## src/rtl/trap_csr_sequencer.sv

```systemverilog
// ---------------------------------------------------------------------------
// trap_csr_sequencer
//
// Purpose:
//   Owns the register file's single CSR write port. It accepts one request at
//   a time from decode/execute: a CSR-instruction write, ECALL, EBREAK or MRET.
//   Trap entry writes mepc, then mcause, then redirects fetch to mtvec. MRET
//   redirects fetch to mepc. The core is stalled (busy) while a sequence runs.
//   Every output is registered.
//
// Optional feature (macro MSTATUS_TRAP_EN):
//   When defined, an extra W_MSTATUS cycle updates mstatus (MIE/MPIE/MPP)
//   just before the REDIRECT cycle, for both trap entry and MRET. When
//   undefined, mstatus_in is ignored and W_MSTATUS is never entered.
//
// Ports:
//   clock          in   rising-edge clock
//   reset          in   asynchronous reset, active low
//   req_valid      in   request present, held until accepted
//   req_ready      out  high only in IDLE
//   req_kind       in   0=CSR write, 1=ECALL, 2=EBREAK, 3=MRET
//   req_pc         in   PC of the requesting instruction
//   req_csr_addr   in   target CSR for a CSR write
//   req_csr_wdata  in   data for a CSR write
//   mtvec_in       in   current mtvec from the register file
//   mepc_in        in   current mepc from the register file
//   mstatus_in     in   current mstatus (feature build only)
//   csr_we         out  CSR write enable
//   csr_addr       out  CSR write address
//   csr_wdata      out  CSR write data
//   redirect_valid out  one-cycle pulse, fetch loads redirect_pc
//   redirect_pc    out  new fetch PC, holds its last value
//   busy           out  high whenever the state is not IDLE
//   trap_count     out  saturating count of accepted ECALL/EBREAK
// ---------------------------------------------------------------------------
module trap_csr_sequencer #(
  parameter int DATA_WIDTH     = 32,
  parameter int CSR_ADDR_WIDTH = 12,
  parameter int CNT_WIDTH      = 32
) (
  input  logic                      clock,
  input  logic                      reset,
  input  logic                      req_valid,
  output logic                      req_ready,
  input  logic [1:0]                req_kind,
  input  logic [DATA_WIDTH-1:0]     req_pc,
  input  logic [CSR_ADDR_WIDTH-1:0] req_csr_addr,
  input  logic [DATA_WIDTH-1:0]     req_csr_wdata,
  input  logic [DATA_WIDTH-1:0]     mtvec_in,
  input  logic [DATA_WIDTH-1:0]     mepc_in,
  input  logic [DATA_WIDTH-1:0]     mstatus_in,
  output logic                      csr_we,
  output logic [CSR_ADDR_WIDTH-1:0] csr_addr,
  output logic [DATA_WIDTH-1:0]     csr_wdata,
  output logic                      redirect_valid,
  output logic [DATA_WIDTH-1:0]     redirect_pc,
  output logic                      busy,
  output logic [CNT_WIDTH-1:0]      trap_count
);

  localparam logic [1:0] KIND_CSR    = 2'd0;
  localparam logic [1:0] KIND_ECALL  = 2'd1;
  localparam logic [1:0] KIND_EBREAK = 2'd2;
  localparam logic [1:0] KIND_MRET   = 2'd3;

  localparam logic [CSR_ADDR_WIDTH-1:0] ADDR_MEPC    = CSR_ADDR_WIDTH'(12'h341);
  localparam logic [CSR_ADDR_WIDTH-1:0] ADDR_MCAUSE  = CSR_ADDR_WIDTH'(12'h342);

  localparam logic [DATA_WIDTH-1:0] CAUSE_ECALL  = DATA_WIDTH'(32'h0000_000B);
  localparam logic [DATA_WIDTH-1:0] CAUSE_EBREAK = DATA_WIDTH'(32'h0000_0003);

  typedef enum logic [2:0] {
    IDLE,
    W_CSR,
    W_MEPC,
    W_MCAUSE,
    W_MSTATUS,
    REDIRECT
  } state_t;

  state_t     state;
  logic [1:0] lat_kind;

  // mtvec is treated as direct mode only: the low two mode bits are dropped.
  logic [DATA_WIDTH-1:0] trap_target;
  logic [DATA_WIDTH-1:0] cause_value;

  assign trap_target = {mtvec_in[DATA_WIDTH-1:2], 2'b00};
  assign cause_value = (lat_kind == KIND_EBREAK) ? CAUSE_EBREAK : CAUSE_ECALL;

`ifdef MSTATUS_TRAP_EN
  localparam logic [CSR_ADDR_WIDTH-1:0] ADDR_MSTATUS = CSR_ADDR_WIDTH'(12'h300);

  // Trap entry: MPIE <= MIE, MIE <= 0, MPP <= M-mode.
  function automatic logic [DATA_WIDTH-1:0] trap_mstatus(input logic [DATA_WIDTH-1:0] m);
    logic [DATA_WIDTH-1:0] r;
    r        = m;
    r[7]     = m[3];
    r[3]     = 1'b0;
    r[12:11] = 2'b11;
    return r;
  endfunction

  // MRET: MIE <= MPIE, MPIE <= 1, MPP stays M-mode (only M-mode exists).
  function automatic logic [DATA_WIDTH-1:0] mret_mstatus(input logic [DATA_WIDTH-1:0] m);
    logic [DATA_WIDTH-1:0] r;
    r        = m;
    r[3]     = m[7];
    r[7]     = 1'b1;
    r[12:11] = 2'b11;
    return r;
  endfunction

  logic unused_inputs;
  assign unused_inputs = ^mtvec_in[1:0];
`else
  logic unused_inputs;
  assign unused_inputs = ^{mstatus_in, mtvec_in[1:0]};
`endif

  // Single sequencing process. Outputs are registered together with the
  // state they belong to, so each state's CSR write or redirect is visible
  // during the cycle the state is held. Pulsed outputs default to 0 and are
  // only raised on the transition into the state that owns them.
  always_ff @(posedge clock or negedge reset) begin
    if (!reset) begin
      state          <= IDLE;
      lat_kind       <= KIND_CSR;
      csr_we         <= 1'b0;
      csr_addr       <= '0;
      csr_wdata      <= '0;
      redirect_valid <= 1'b0;
      redirect_pc    <= '0;
      busy           <= 1'b0;
      req_ready      <= 1'b1;
      trap_count     <= '0;
    end else begin
      csr_we         <= 1'b0;
      csr_addr       <= '0;
      csr_wdata      <= '0;
      redirect_valid <= 1'b0;

      case (state)
        IDLE: begin
          if (req_valid) begin
            lat_kind  <= req_kind;
            busy      <= 1'b1;
            req_ready <= 1'b0;
            case (req_kind)
              KIND_CSR: begin
                state     <= W_CSR;
                csr_we    <= 1'b1;
                csr_addr  <= req_csr_addr;
                csr_wdata <= req_csr_wdata;
              end
              KIND_ECALL, KIND_EBREAK: begin
                state     <= W_MEPC;
                csr_we    <= 1'b1;
                csr_addr  <= ADDR_MEPC;
                csr_wdata <= req_pc;
                if (trap_count != {CNT_WIDTH{1'b1}}) begin
                  trap_count <= trap_count + CNT_WIDTH'(1);
                end
              end
              default: begin
`ifdef MSTATUS_TRAP_EN
                state     <= W_MSTATUS;
                csr_we    <= 1'b1;
                csr_addr  <= ADDR_MSTATUS;
                csr_wdata <= mret_mstatus(mstatus_in);
`else
                state          <= REDIRECT;
                redirect_valid <= 1'b1;
                redirect_pc    <= mepc_in;
`endif
              end
            endcase
          end
        end

        W_CSR: begin
          state     <= IDLE;
          busy      <= 1'b0;
          req_ready <= 1'b1;
        end

        W_MEPC: begin
          state     <= W_MCAUSE;
          csr_we    <= 1'b1;
          csr_addr  <= ADDR_MCAUSE;
          csr_wdata <= cause_value;
        end

        // mtvec_in is sampled here, after the mepc write has landed.
        W_MCAUSE: begin
`ifdef MSTATUS_TRAP_EN
          state     <= W_MSTATUS;
          csr_we    <= 1'b1;
          csr_addr  <= ADDR_MSTATUS;
          csr_wdata <= trap_mstatus(mstatus_in);
`else
          state          <= REDIRECT;
          redirect_valid <= 1'b1;
          redirect_pc    <= trap_target;
`endif
        end

        W_MSTATUS: begin
          state          <= REDIRECT;
          redirect_valid <= 1'b1;
          redirect_pc    <= (lat_kind == KIND_MRET) ? mepc_in : trap_target;
        end

        REDIRECT: begin
          state     <= IDLE;
          busy      <= 1'b0;
          req_ready <= 1'b1;
        end

        default: begin
          state     <= IDLE;
          busy      <= 1'b0;
          req_ready <= 1'b1;
        end
      endcase
    end
  end

endmodule

```

## config.mk

```make
export PLATFORM = sky130hd
export DESIGN_NAME = trap_csr_sequencer
export DESIGN_NICKNAME = d
export VERILOG_FILES = /design/src/rtl/trap_csr_sequencer.sv
export SDC_FILE = /design/constraint.sdc
export NUM_CORES = 1
export LEC_CHECK = 0
export ABC_AREA = 1
export BUFFER_PORTS_ARGS = -buffer_cell sky130_fd_sc_hd__buf_2
export CORE_ASPECT_RATIO = 1.2
export CORE_MARGIN = 5
export CORE_UTILIZATION = 51
export CTS_BUF_LIST = sky130_fd_sc_hd__clkbuf_4 sky130_fd_sc_hd__clkbuf_8
export DETAILED_ROUTE_END_ITERATION = 8
export PLACE_DENSITY = 0.88
export SYNTH_ARGS = -nofsm -noshare
export SYNTH_HDL_FRONTEND = slang
export SYNTH_SLANG_ARGS = --single-unit
```

## constraint.sdc

```tcl
create_clock -name clock -period 2.7 [get_ports clock]
set_clock_uncertainty 0.2 [all_clocks]
set_input_delay 0.135 -clock clock [delete_from_list [all_inputs] [get_ports clock]]
set_output_delay 0.135 -clock clock [all_outputs]
set_load 0.005 [all_outputs]
```

### Word-level counts from Yosys, hierarchy flattened

Index checks and enable logic that the tools add are counted.

| operators by class | value |
|---|---|
| muxes and demuxes | 24 |
| eq/ne operators | 10 |
| bitwise operators | 1 |
| reductions and logical operators | 11 |
| add/sub/neg operators | 1 |

Operator list:

| operator | number |
|---|---|
| 2-to-1 mux 32 bit | 4 |
| one-hot mux 32 bit (2 select lines) | 2 |
| one-hot mux 32 bit (3 select lines) | 1 |
| one-hot mux 12 bit (2 select lines) | 2 |
| adder 32 x 1 -> 32 bit, second input constant | 1 |
| inequality test 32 bit, second input constant | 1 |
| 2-to-1 mux 12 bit | 1 |
| one-hot mux 3 bit (3 select lines) | 1 |
| one-hot mux 1 bit (2 select lines) | 4 |
| == test 2 bit, second input constant | 3 |
| == test 3 x 2 -> 1 bit, second input constant | 2 |
| 2-to-1 mux 1 bit | 6 |
| one-hot mux 3 bit (2 select lines) | 1 |
| OR reduction 3 bit | 2 |
| 2-to-1 mux 4 bit | 1 |
| inequality test 2 bit, second input constant | 2 |
| AND reduction 2 bit | 2 |
| AND reduction 4 bit | 1 |
| OR reduction 2 bit | 2 |
| == test 3 bit, second input constant | 1 |
| logical NOT 3 bit | 1 |
| 2-to-1 mux 3 bit | 1 |
| AND reduction 3 bit | 1 |
| nonzero test 3 bit | 1 |
| 3 further kinds | 3 |

| storage, ports and cells | value |
|---|---|
| output and inout bits | 112 |
| register bits | 117 |

### Depth between registers and ports, before layout

Gate-level depths: netlist of run 1.

| logic depth | value |
|---|---|
| depth after elaboration | 5 |
| mapped depth | 11 |
| depth with buffers taken out | 10 |

### Worst setup path before layout of run 1

Ideal clock, no wire load.

| timing path | value |
|---|---|
| path kind | reg-to-reg |
| start point | register trap_count[0] |
| end point | register trap_count[10] |
| clock period less this slack | 1.848 ns |
| library setup time | 0.116 ns |
| stages on the path, launching flop included | 12 |
| data required time | 2.384 ns |
| path buffers | 1 |
| path slack | 0.852 ns |
| data arrival time | 1.532 ns |
| cell sequence | dfrtp_1 > ha_1 > inv_2 > nor2_4 > nand2_4 > nor2_4 > nand2_4 > nand2_4 > nor2_4 > buf_6 > nand2_1 > nand2_1 |

| between the ends | value |
|---|---|
| longest elaborated chain between the ends | 2 |
| elaborated cells on any way between the ends | 3 |

Ends and longest elaborated chain:

| element | line | RTL |
|---|---|---|
| start: declaration | 58 | `output logic [CNT_WIDTH-1:0] trap_count` |
| start signal: assignment | 162 | `trap_count <= trap_count + CNT_WIDTH'(1);` |
| branches (longest 2 deep; another with adder 32 x 1 -> 32 bit) | - |  |

Several ways; the timed one is not identified.
A chain may end at the register's enable or synchronous reset.

### Worst setup path after layout of run 1

| timing path | value |
|---|---|
| start point | register state[0] |
| end point | register redirect_pc[25] |

| between the ends | value |
|---|---|
| longest elaborated chain between the ends | 3 |
| elaborated cells on any way between the ends | 8 |

Ends and longest elaborated chain:

| element | line | RTL |
|---|---|---|
| start: declaration | 81 | `state_t state;` |
| start signal: assignment | 127 | `state <= IDLE;` |
| start signal: assignment | 151 | `state <= W_CSR;` |
| start signal: assignment | 157 | `state <= W_MEPC;` |
| == test 3 bit (tied with other cells) | 143 | `case (state)` |
| nonzero test 3 bit (no source line) / inequality test 2 bit (equally long branches) | - |  |
| AND reduction 3 bit (no source line) | - |  |
| end signal: assignment | 174 | `redirect_pc <= mepc_in;` |
| end signal: assignment | 204 | `redirect_pc <= trap_target;` |
| end signal: assignment | 211 | `redirect_pc <= (lat_kind == KIND_MRET) ? mepc_in : trap_target;` |
| end: declaration | 56 | `output logic [DATA_WIDTH-1:0] redirect_pc,` |

Parallel ways exist; a longest one is shown, timed or not.

==> impl_metrics.ini, run 1 <==
[logic_synthesis]
synthAdderAreaFrac_pct = 0.654
yosys.area.top_type_share_pct = 50.6
yosys_warnings = 0
netlist_area_um2 = 5740
ys_types = 31
synth-seq-cells = 117
syn_avg_cell_area_um2 = 7.84
synth.area.top_cells = dfrtp_1 (51%), nand2_1 (23%), nor2_1 (5.9%), a31oi_1 (3.3%), nand3b_1 (1.8%)
yosys.area_share.simple_pct = 35.5
synth_top_family_by_area = simple AND/OR/NAND/NOR gates
synthMuxAreaShare_pct = 0
yosys.area.top_type = dfrtp_1
yosysSeqAreaShare_pct = 51.0
synthCells = 732
synth_xor_area_share_pct = 2.29
synth_compound_gate_area_share_pct = 5.93
synth_nets = 912

[worst_setup_path]
cp.arrival_ns = 2.79
cp_top_family = buffers and inverters
worstPathCellList = nor2_4, nand2_2, inv_2, nand3_2, nand2_2, buf_8, nor2_1, a31oi_1, dlygate4sd3_1
worst-path-max-fanout = 63
reg2reg_from = state[0]
setup.worst_path.start_class = flop
crit_path_frequent_cell = nand2_2
crit_start = state[0]
cp.required_ns = 2.87
cpMaxStageDelayCell = dlygate4sd3_1
crit_buf_inv = 3
path_class = reg -> reg
max_stage_delay_ns = 0.60
end_kind = flop

[cts]
clock_latency_ns = 0.44
cts_made_buffers = 17
root_buffer = clkbuf_8
cts_tree = done
cts_max_path_buffers = 2
clock-sinks = 117
cts.clk_slew.worst_paths_ns = 0.08
h-tree-depth = 4

[power]
power.share.switching_pct = 36.1
power.leakage_nw = 4.86
switchingPower_mw = 2.66
intPower_mw = 4.70
pwr-share-comb_pct = 42.3
pwr_density_cell_nw_per_um2 = 816
seqPwrFrac_pct = 33.5
ir_worst_vdd_v = 0.000624
total_power_mw = 7.36
clkPwrFrac_pct = 24.2

[grt]
grt_pass1_wl_mm = 36.3
grt_usage_pct = 34.8
grt_max_degree = 82
grt_pass1_vias = 7023
overflow = 0
antenna_found_initial = 3

[worst_hold_path]
worstHoldStart = req_csr_wdata[19]
hold_class = in -> reg

[place]
gp_congestion = 0.911
placed_area_um2 = 7060
numPortBuffers = 254
dp_hpwl_mm = 12.9

[detailed_routing]
routed_via_density = 5.32
drt_wl_total_mm = 23.6
routed-via-count = 6831
postRouteAntennaNets = 0
route.detailed.drc = 0
routedWlPerCell_um = 18.4
dr.pass1.iters = 5
drt_iter0_drc = 418

[floorplanning]
die_h_um = 126
die_width_um = 107
coreArea_um2 = 11000
dieArea_um2 = 13500
fp-row-count = 42
start_util_pct = 52.0
boundaryPins = 289

[sta]
finalCritPeriodShare_pct = 97.4
fin_setup_tns_ns = 0
slew-limit-headroom_pct = 56.5
max_freq_mhz = 380
slew_violations = 0
setup_viol = 0
worst_pin_slew_ns = 0.652
hold_violations = 0
fin_crit_ns = 2.63

[cells_and_area]
fillCellCount = 656
nNetsFinal = 1315
drive_gt1_share_pct = 28.0
finalInstanceArea_um2 = 9020
post-route-util_pct = 81.7
synthToLayoutAreaGrowth_pct = 57.1

[job]
maxCapViolCount = 0

[status]
status = completed
[final cells by class]
cell class	instances	area (um^2)	area share, %
antenna	4	10.0	0.111
tap	132	165	1.83
timing repair buffer	408	2830	31.4
timing repair inverter	1	7.51	0.0832
inverter	24	96.3	1.07
multi-input combinational	566	2550	28.3
sequential	117	2930	32.5
clock inverter	12	180	2.00
clock buffer	19	249	2.76
[cell usage after synthesis (all sizes together)]
library cell,count
buf,19
o21ai,11
nand2,356
nor2,98
nand3b,14
a21oi,18
nand3,17
o211ai,1
ha,3
inv,24
xnor2,5
xor2,10
dfstp,1
clkbuf,6
a31oi,30
nand4,2
nor3,1
dfrtp,116
[through the flow]
step           worst slack [ns]  hold slack [ns]  cells
3_3_place_gp              0.603          -0.0778   1098
6_report                 0.0711            0.245   1283
4_1_cts                   0.154            0.212   1275
2_1_floorplan             0.852           -0.361    732
5_1_grt                 -0.0355            0.238   1282
3_5_place_dp              0.538          -0.0769   1098
[power groups by stage]
stage	sequential [mW]	clock [mW]	combinational [mW]
3_5_place_dp	2.45	0	2.02
5_1_grt	2.50	1.89	3.37
2_1_floorplan	2.48	0	1.23
3_3_place_gp	2.44	0	1.97
4_1_cts	2.43	1.77	2.76
6_report	2.47	1.78	3.11
[what timing repair did]
action,CTS,global route
endpoints found under the setup margin,0,30
setup buffers,0,3
hold buffers,146,0
hold endpoints to repair,198,0
resized for setup,0,6
[layer usage]
layer	wire length, um	vias up	share of wire, %	global-route usage, %
li1	-	3110	-	-
met1	8260	3110	35	39.0
met2	11500	498	49	57.8
met3	2370	113	10	10.4
met4	1400	0	5.9	21.6
met5	0	-	0	0
[state kept, by name (all words and copies together) (netlist names)]
signal and flops:
req_ready 1, redirect_valid 1, csr_wdata 32, state 3, csr_addr 12, trap_count 32, busy 1, lat_kind 2
redirect_pc 32, csr_we 1
[final timing paths]
kind / endpoint / slack (ns) / cells past startpoint
worst max-delay path: redirect_pc[25] / 0.07 / 9
max in group asynchronous: trap_count[30] / 0.92 / 4
worst max register to register: redirect_pc[25] / 0.07 / 9
min in group asynchronous: trap_count[28] / 0.54 / 3
worst min register to register: req_ready / 0.34 / 2
worst min-delay path: csr_wdata[19] / 0.25 / 4
[cell families after synthesis]
logic type                 count (synthesis)
and+or+nand+nor                          488
xor gates and xnor gates                  15
AOI/OAI and AO/OA                         60
buffers and inverters                     49
DFF                                      117
adders and majority gates                  3
[layout by cell type, fill, tap and decap left out, types with 3 or more instances in the layout]
master,n
nand2_1,347
buf_2,253
dlygate4sd3_1,146
dfrtp_1,116
nor2_1,90
a31oi_1,30
inv_1,18
a21oi_1,18
clkbuf_8,17
nand3_1,14
nand3b_1,14
o21ai_0,10
xor2_1,10
nor2_4,5
nand2_4,5
xnor2_1,5
buf_4,5
diode_2,4
nand2_2,4
inv_2,4
clkinvlp_4,4
bufinv_16,4
ha_1,3
clkinv_4,3
[tightest hold or removal path, delay by kind of cell]
family / cells / cell delay, ns
simple gates: 2 / 0.11
buf+inv: 2 / 0.60
(Power assumes the default switching activity.)
==> run 2, diff against run 1 <==
ABC_AREA = not set   (was 1)
CORE_ASPECT_RATIO = not set   (was 1.2)
CORE_UTILIZATION = 49   (was 51)
==> run 2 against run 1 <==
  * Core utilization increased by 0.75 points
  * Flip-flop and latch count is the same
  * Worst setup slack gained 0.018 ns
  * Wire length down 19%
  * Critical path type unchanged
  * Largest cell class unchanged
==> impl_metrics.ini, run 2 <==
[status]
status = completed

[worst_setup_path]
end_kind = flop
path_class = reg -> reg
cp.required_ns = 2.80
cp_top_family = buffers and inverters
crit_buf_inv = 3
worst-path-max-fanout = 31
worstPathCellList = buf_4, nor2b_1, a22oi_2, buf_12, mux2i_4, dlygate4sd3_1, o21ai_0
setup.worst_path.start_class = flop
reg2regPathDepth = 7
r2r_slack_ns = 0.09
cpMaxStageDelayCell = dlygate4sd3_1
reg2reg_from = state[1]
worstReg2RegEnd = redirect_pc[22]
max_stage_delay_ns = 0.60
cp.arrival_ns = 2.71

[floorplanning]
dieArea_um2 = 12400
fp-row-count = 37
coreArea_um2 = 10200
boundaryPins = 289
die_h_um = 111
start_util_pct = 49.4
die_width_um = 111

[cts]
clock_latency_ns = 0.43
cts_tree = done
cts.clk_slew.worst_paths_ns = 0.08
cts_made_buffers = 17
h-tree-depth = 4
clock-sinks = 117
post-cts-setup-buffers = 0
cts_max_path_buffers = 2
root_buffer = clkbuf_8

[cells_and_area]
nNetsFinal = 1021
regArea_um2 = 2930
reg.largest.list = csr_wdata: 32 flops, redirect_pc: 32 flops, trap_count: 32 flops
synthToLayoutAreaGrowth_pct = 66.8
final_common_cell = buf_2
mostFrequentLayoutCells = buf_2 (253), dlygate4sd3_1 (142), dfrtp_1 (116)
drive_gt1_share_pct = 37.8
instances_no_fill = 992
fillCellCount = 526
multi_input_area_um2 = 2000

[grt]
grt_usage_pct = 31.1
grt_max_degree = 44
grt_pass1_wl_mm = 30.1
grt_pass1_vias = 5782
overflow = 0
antenna_found_initial = 1

[power]
power.leakage_nw = 4.56
ir_worst_vdd_v = 0.000416
total_power_mw = 6.66
pwr_density_cell_nw_per_um2 = 793

[logic_synthesis]
synth-seq-cells = 117
ys_types = 49
synthCells = 436
synth_nets = 616
syn_avg_cell_area_um2 = 11.6
synth.area.top_cells = dfrtp_1 (58%), mux2i_1 (6.0%), a22o_1 (5.4%), xor2_1 (4.7%), nand2_1 (3.5%)
yosys.area.top_type_share_pct = 57.6
synth_edf_count = 0
yosysSeqAreaShare_pct = 58.2
yosys.area.top_type = dfrtp_1
synthTopCellsByCount = dfrtp_1 (116), nand2_1 (47), o21ai_0 (32), a22o_1 (31), mux2i_1 (30)
ys_async_sr_fraction_pct = 100
yosys_warnings = 0
netlist_area_um2 = 5040
synth_most_common_cell = dfrtp_1
synth_ff_type = dfrtp_1

[worst_hold_path]
hold_class = in -> async

[sta]
finalCritPeriodShare_pct = 96.7
max_freq_mhz = 383
setup_viol = 0
slew-limit-headroom_pct = 61.6
slew_violations = 0
hold_violations = 0
worst_pin_slew_ns = 0.575
fin_crit_ns = 2.61

[detailed_routing]
met2_wirelength_mm = 9.88
postRouteAntennaNets = 0
drt_wl_total_mm = 19.2
routed-via-count = 5344
routed_via_density = 5.39
met3_length_mm = 1.69
route.detailed.drc = 0
drt_iter0_drc = 387
dr.pass1.iters = 5
top_layer = met4
wl_met1_mm = 6.47
routedWlPerCell_um = 19.4

[place]
numPortBuffers = 254
gp_congestion = 0.830
dp_hpwl_mm = 10.8
dpl.cell_count = 816

[job]
maxCapViolCount = 0
==> run 2: cell types whose count changed in the layout (fill, tap and decap cells not counted), moves of 13 or more <==
cell and delta:
a21oi_1 -13, a22o_1 +31, a31oi_1 -30, mux2i_1 +29, nand2_1 -300, nand3b_1 -14
nor2_1 -73, o21ai_0 +22, xor2_1 +17
==> run 2: area by class of cell <==
type                            instances  share of cell area [%]
Antenna cell                            2                  0.0596
Tap cell                              136                    2.03
Multi-Input combinational cell        284                    23.8
Timing Repair Buffer                  409                    33.5
Sequential cell                       117                    34.9
Inverter                               12                   0.536
Clock inverter                         13                    2.16
Clock buffer                           19                    3.04
==> run 2: worst register-to-register path, cell delays in order (launching register included) <==
cell	delay, ns
dfrtp_1	0.38
buf_4	0.18
nor2b_1	0.19
a22oi_2	0.24
buf_12	0.27
mux2i_4	0.31
dlygate4sd3_1	0.60
o21ai_0	0.11
==> run 2: repair_timing <==
item	4_1_cts	5_1_grt
endpoints found under the hold margin	201	0
endpoints found under the setup margin	0	30
hold buffers	142	0
gates resized for setup	0	7
==> run 2: worst max-delay path by stage <==
stage	from	endpoint	cells past startpoint
after floorplan	trap_count[0]	trap_count[23]	7
after global placement	trap_count[0]	trap_count[27]	7
after detailed placement	trap_count[0]	trap_count[27]	7
after CTS	state[1]	redirect_pc[15]	7
after global routing	req_kind[1]	trap_count[27]	10
final	state[1]	redirect_pc[22]	7
==> run 2: report_power, final <==
| group | internal [mW] | switching (mW) |
|---|---|---|
| logic | 1.16 | 1.22 |
| clock network | 1.04 | 0.733 |
| registers | 2.21 | 0.292 |
==> run 2: routing by layer <==
layer	track usage (%)	vias up
met3	9.89	108
met4	18.5	0
li1	-	2356
met1	33.4	2554
met2	53.5	326
met5	0	-
==> run 2: stage by stage <==
stage | setup WS (ns) | utilization (%) | TNS [ns] | area [um^2] | hold slack, ns
floorplan | 0.339 | - | 0 | 5040 | -0.361
global placement | 0.236 | 63.9 | 0 | 6500 | -0.0723
detailed placement | 0.145 | 63.9 | 0 | 6500 | -0.0617
CTS | 0.0650 | 82.1 | 0 | 8360 | 0.0331
global route | -0.0107 | 82.4 | -0.0107 | 8400 | 0.0574
finish | 0.0888 | 82.5 | 0 | 8400 | 0.0373
==> run 2: kinds of logic after synthesis <==
group                    count (synthesis)  share of synthesized area (%)
AO/OA/AOI/OAI                           83                           11.6
flip-flops                             117                           58.2
buffers and inverters                   35                           2.91
AND/OR/NAND/NOR                        135                           14.8
adder cells (fa/ha/maj)                  3                          0.745
multiplexers                            32                           6.41
XOR/XNOR                                31                           5.39
==> run 3, diff against run 2 <==
CELL_PAD_IN_SITES_DETAIL_PLACEMENT = 1   (was not set)
CELL_PAD_IN_SITES_GLOBAL_PLACEMENT = 2   (was not set)
CORE_ASPECT_RATIO = 1.2   (was not set)
CORE_UTILIZATION = 28   (was 49)
PLACE_DENSITY = not set   (was 0.88)
PLACE_DENSITY_LB_ADDON = 0.1   (was not set)
==> run 3 against run 2 <==
  * Core utilization shrank 34 points
  * Sequential share of layout area shrank 0.79 points
  * Critical path depth grew 3
  * Worst setup slack gained 0.015 ns
  * Register-to-register slack gained 0.08 ns
  * Via count shrank 7.2%
  * Die area grew 67%
  * Largest power group unchanged
  * Highest routed layer unchanged
==> impl_metrics.ini, run 3 (synthesis results as in run 2) <==
[cells_and_area]
nNetsFinal = 1025
fillCellCount = 1975
reg.largest.list = csr_wdata: 32 flops, redirect_pc: 32 flops, trap_count: 32 flops
regArea_um2 = 2930
mostFrequentLayoutCells = buf_2 (253), dlygate4sd3_1 (142), dfrtp_1 (116)
synthToLayoutAreaGrowth_pct = 70.6
multi_input_area_um2 = 1980
final_common_cell = buf_2
drive_gt1_share_pct = 38.0
antenna_cells = 0
finalInstanceArea_um2 = 8590

[cts]
clock-sinks = 117
cts_tree = done
cts_max_path_buffers = 2
cts_made_buffers = 17
cts.clk_slew.worst_paths_ns = 0.08
h-tree-depth = 4
clock_latency_ns = 0.43
root_buffer = clkbuf_8

[grt]
grt_max_degree = 52
overflow = 0
grt_pass1_wl_mm = 30.5
met3_usage_pct = 7.10
grt_usage_pct = 18.6
grt_busiest_layer = met2
met1_usage_pct = 19.3
use_met2_pct = 34.2
grt_pass1_vias = 5850
antenna_found_initial = 0

[place]
placed_area_um2 = 6650
numPortBuffers = 254
dp_hpwl_mm = 12.7
gp_congestion = 0.767

[floorplanning]
coreArea_um2 = 17600
die_width_um = 132
dieArea_um2 = 20800
boundaryPins = 289
start_util_pct = 28.6
fp-row-count = 53
die_h_um = 157

[detailed_routing]
drt_iter0_drc = 163
routedWlPerCell_um = 17.4
drt_wl_total_mm = 18.8
dr.pass1.iters = 4
route.detailed.drc = 0
routed_via_density = 4.60
postRouteAntennaNets = 0
routed-via-count = 4957

[worst_setup_path]
end_kind = flop
cpMaxStageDelayCell = dlygate4sd3_1
cp.required_ns = 2.86
max_stage_delay_ns = 0.52
path_class = in -> reg
setup.worst_path.start_class = primary input
cp.arrival_ns = 2.75
worstPathCellList = dlygate4sd3_1, buf_2, inv_1, ha_1, or4b_4, nor4_4, o41ai_2, buf_4, nor4_1, xor2_1
worst-path-max-fanout = 12

[sta]
fin_setup_tns_ns = 0
rsz0062_at_grt = no
max_freq_mhz = 385
slew-limit-headroom_pct = 57.8
slew_violations = 0
finalCritPeriodShare_pct = 96.2
worst_pin_slew_ns = 0.633
fin_crit_ns = 2.60
hold_violations = 0
setup_viol = 0

[power]
power.leakage_nw = 4.62
ir_worst_vdd_v = 0.000295
pwr_density_cell_nw_per_um2 = 794

[job]
maxCapViolCount = 0

[status]
status = completed

[worst_hold_path]
hold_class = in -> async
-- run 3: changes by cell type in the layout (fill, tap and decap cells not counted), sizes merged --
cell,change
clkbuf,+1
clkinv,-2
clkinvlp,-2
bufinv,+3
diode,-2
buf,+4
-- run 3: layout make-up --
type | count | area share, %
clock buffer | 20 | 3.06
clock inverter | 12 | 2.91
inverter | 12 | 0.524
multi-input combinational | 284 | 23.1
sequential | 117 | 34.1
tap | 220 | 3.20
timing repair buffer | 413 | 33.1
-- run 3: metrics by stage --
step	worst slack, ns	instances	total power [mW]	util, %	hold WS (ns)
after CTS	0.129	1078	6.93	48.7	0.0581
after detailed placement	0.192	904	4.51	37.7	0.0160
after global routing	0.0271	1078	7.28	48.7	0.0847
after floorplan	0.339	436	3.48	-	-0.361
after global placement	0.277	904	4.42	37.7	-0.00343
final	0.104	1078	6.82	48.7	0.0527
-- run 3: layer usage --
metal | up-vias | part of all wire, %
met5 | - | 0
met4 | 0 | 2.3
met3 | 29 | 7.8
met2 | 167 | 54
met1 | 2409 | 36
li1 | 2352 | -
-- run 3: worst max-delay path: cells and delay by family --
kind | cells | cell delay [ns]
compound gates | 1 | 0.11
xor+xnor | 1 | 0.19
fa+ha+maj | 1 | 0.34
buf+inv | 4 | 0.88
simple gates | 3 | 1.07
-- run 3: final timing paths --
kind	to	slack, ns	start	depth (start not counted)
worst max-delay path	trap_count[31]	0.10	req_kind[0]	10
worst min-delay path	trap_count[26]	0.05	reset	2
worst max register to register	redirect_pc[30]	0.17	state[1]	7
worst min register to register	redirect_pc[25]	0.28	redirect_pc[25]	2
max in group asynchronous	trap_count[4]	1.47	reset	3
min in group clock	csr_wdata[3]	0.24	req_csr_wdata[3]	4
-- run 3: what timing repair did --
item                                    4_1_cts  5_1_grt
endpoints found under the hold margin       127        0
setup buffers                                 0        0
hold buffers                                142        0
endpoints found under the setup margin        0        1
gates resized for setup                       0        1
-- run 3: where the power goes --
part | internal (mW) | switching [mW] | total [mW]
logic | 1.16 | 1.13 | 2.29
clock network | 1.33 | 0.738 | 2.07
registers | 2.21 | 0.249 | 2.46
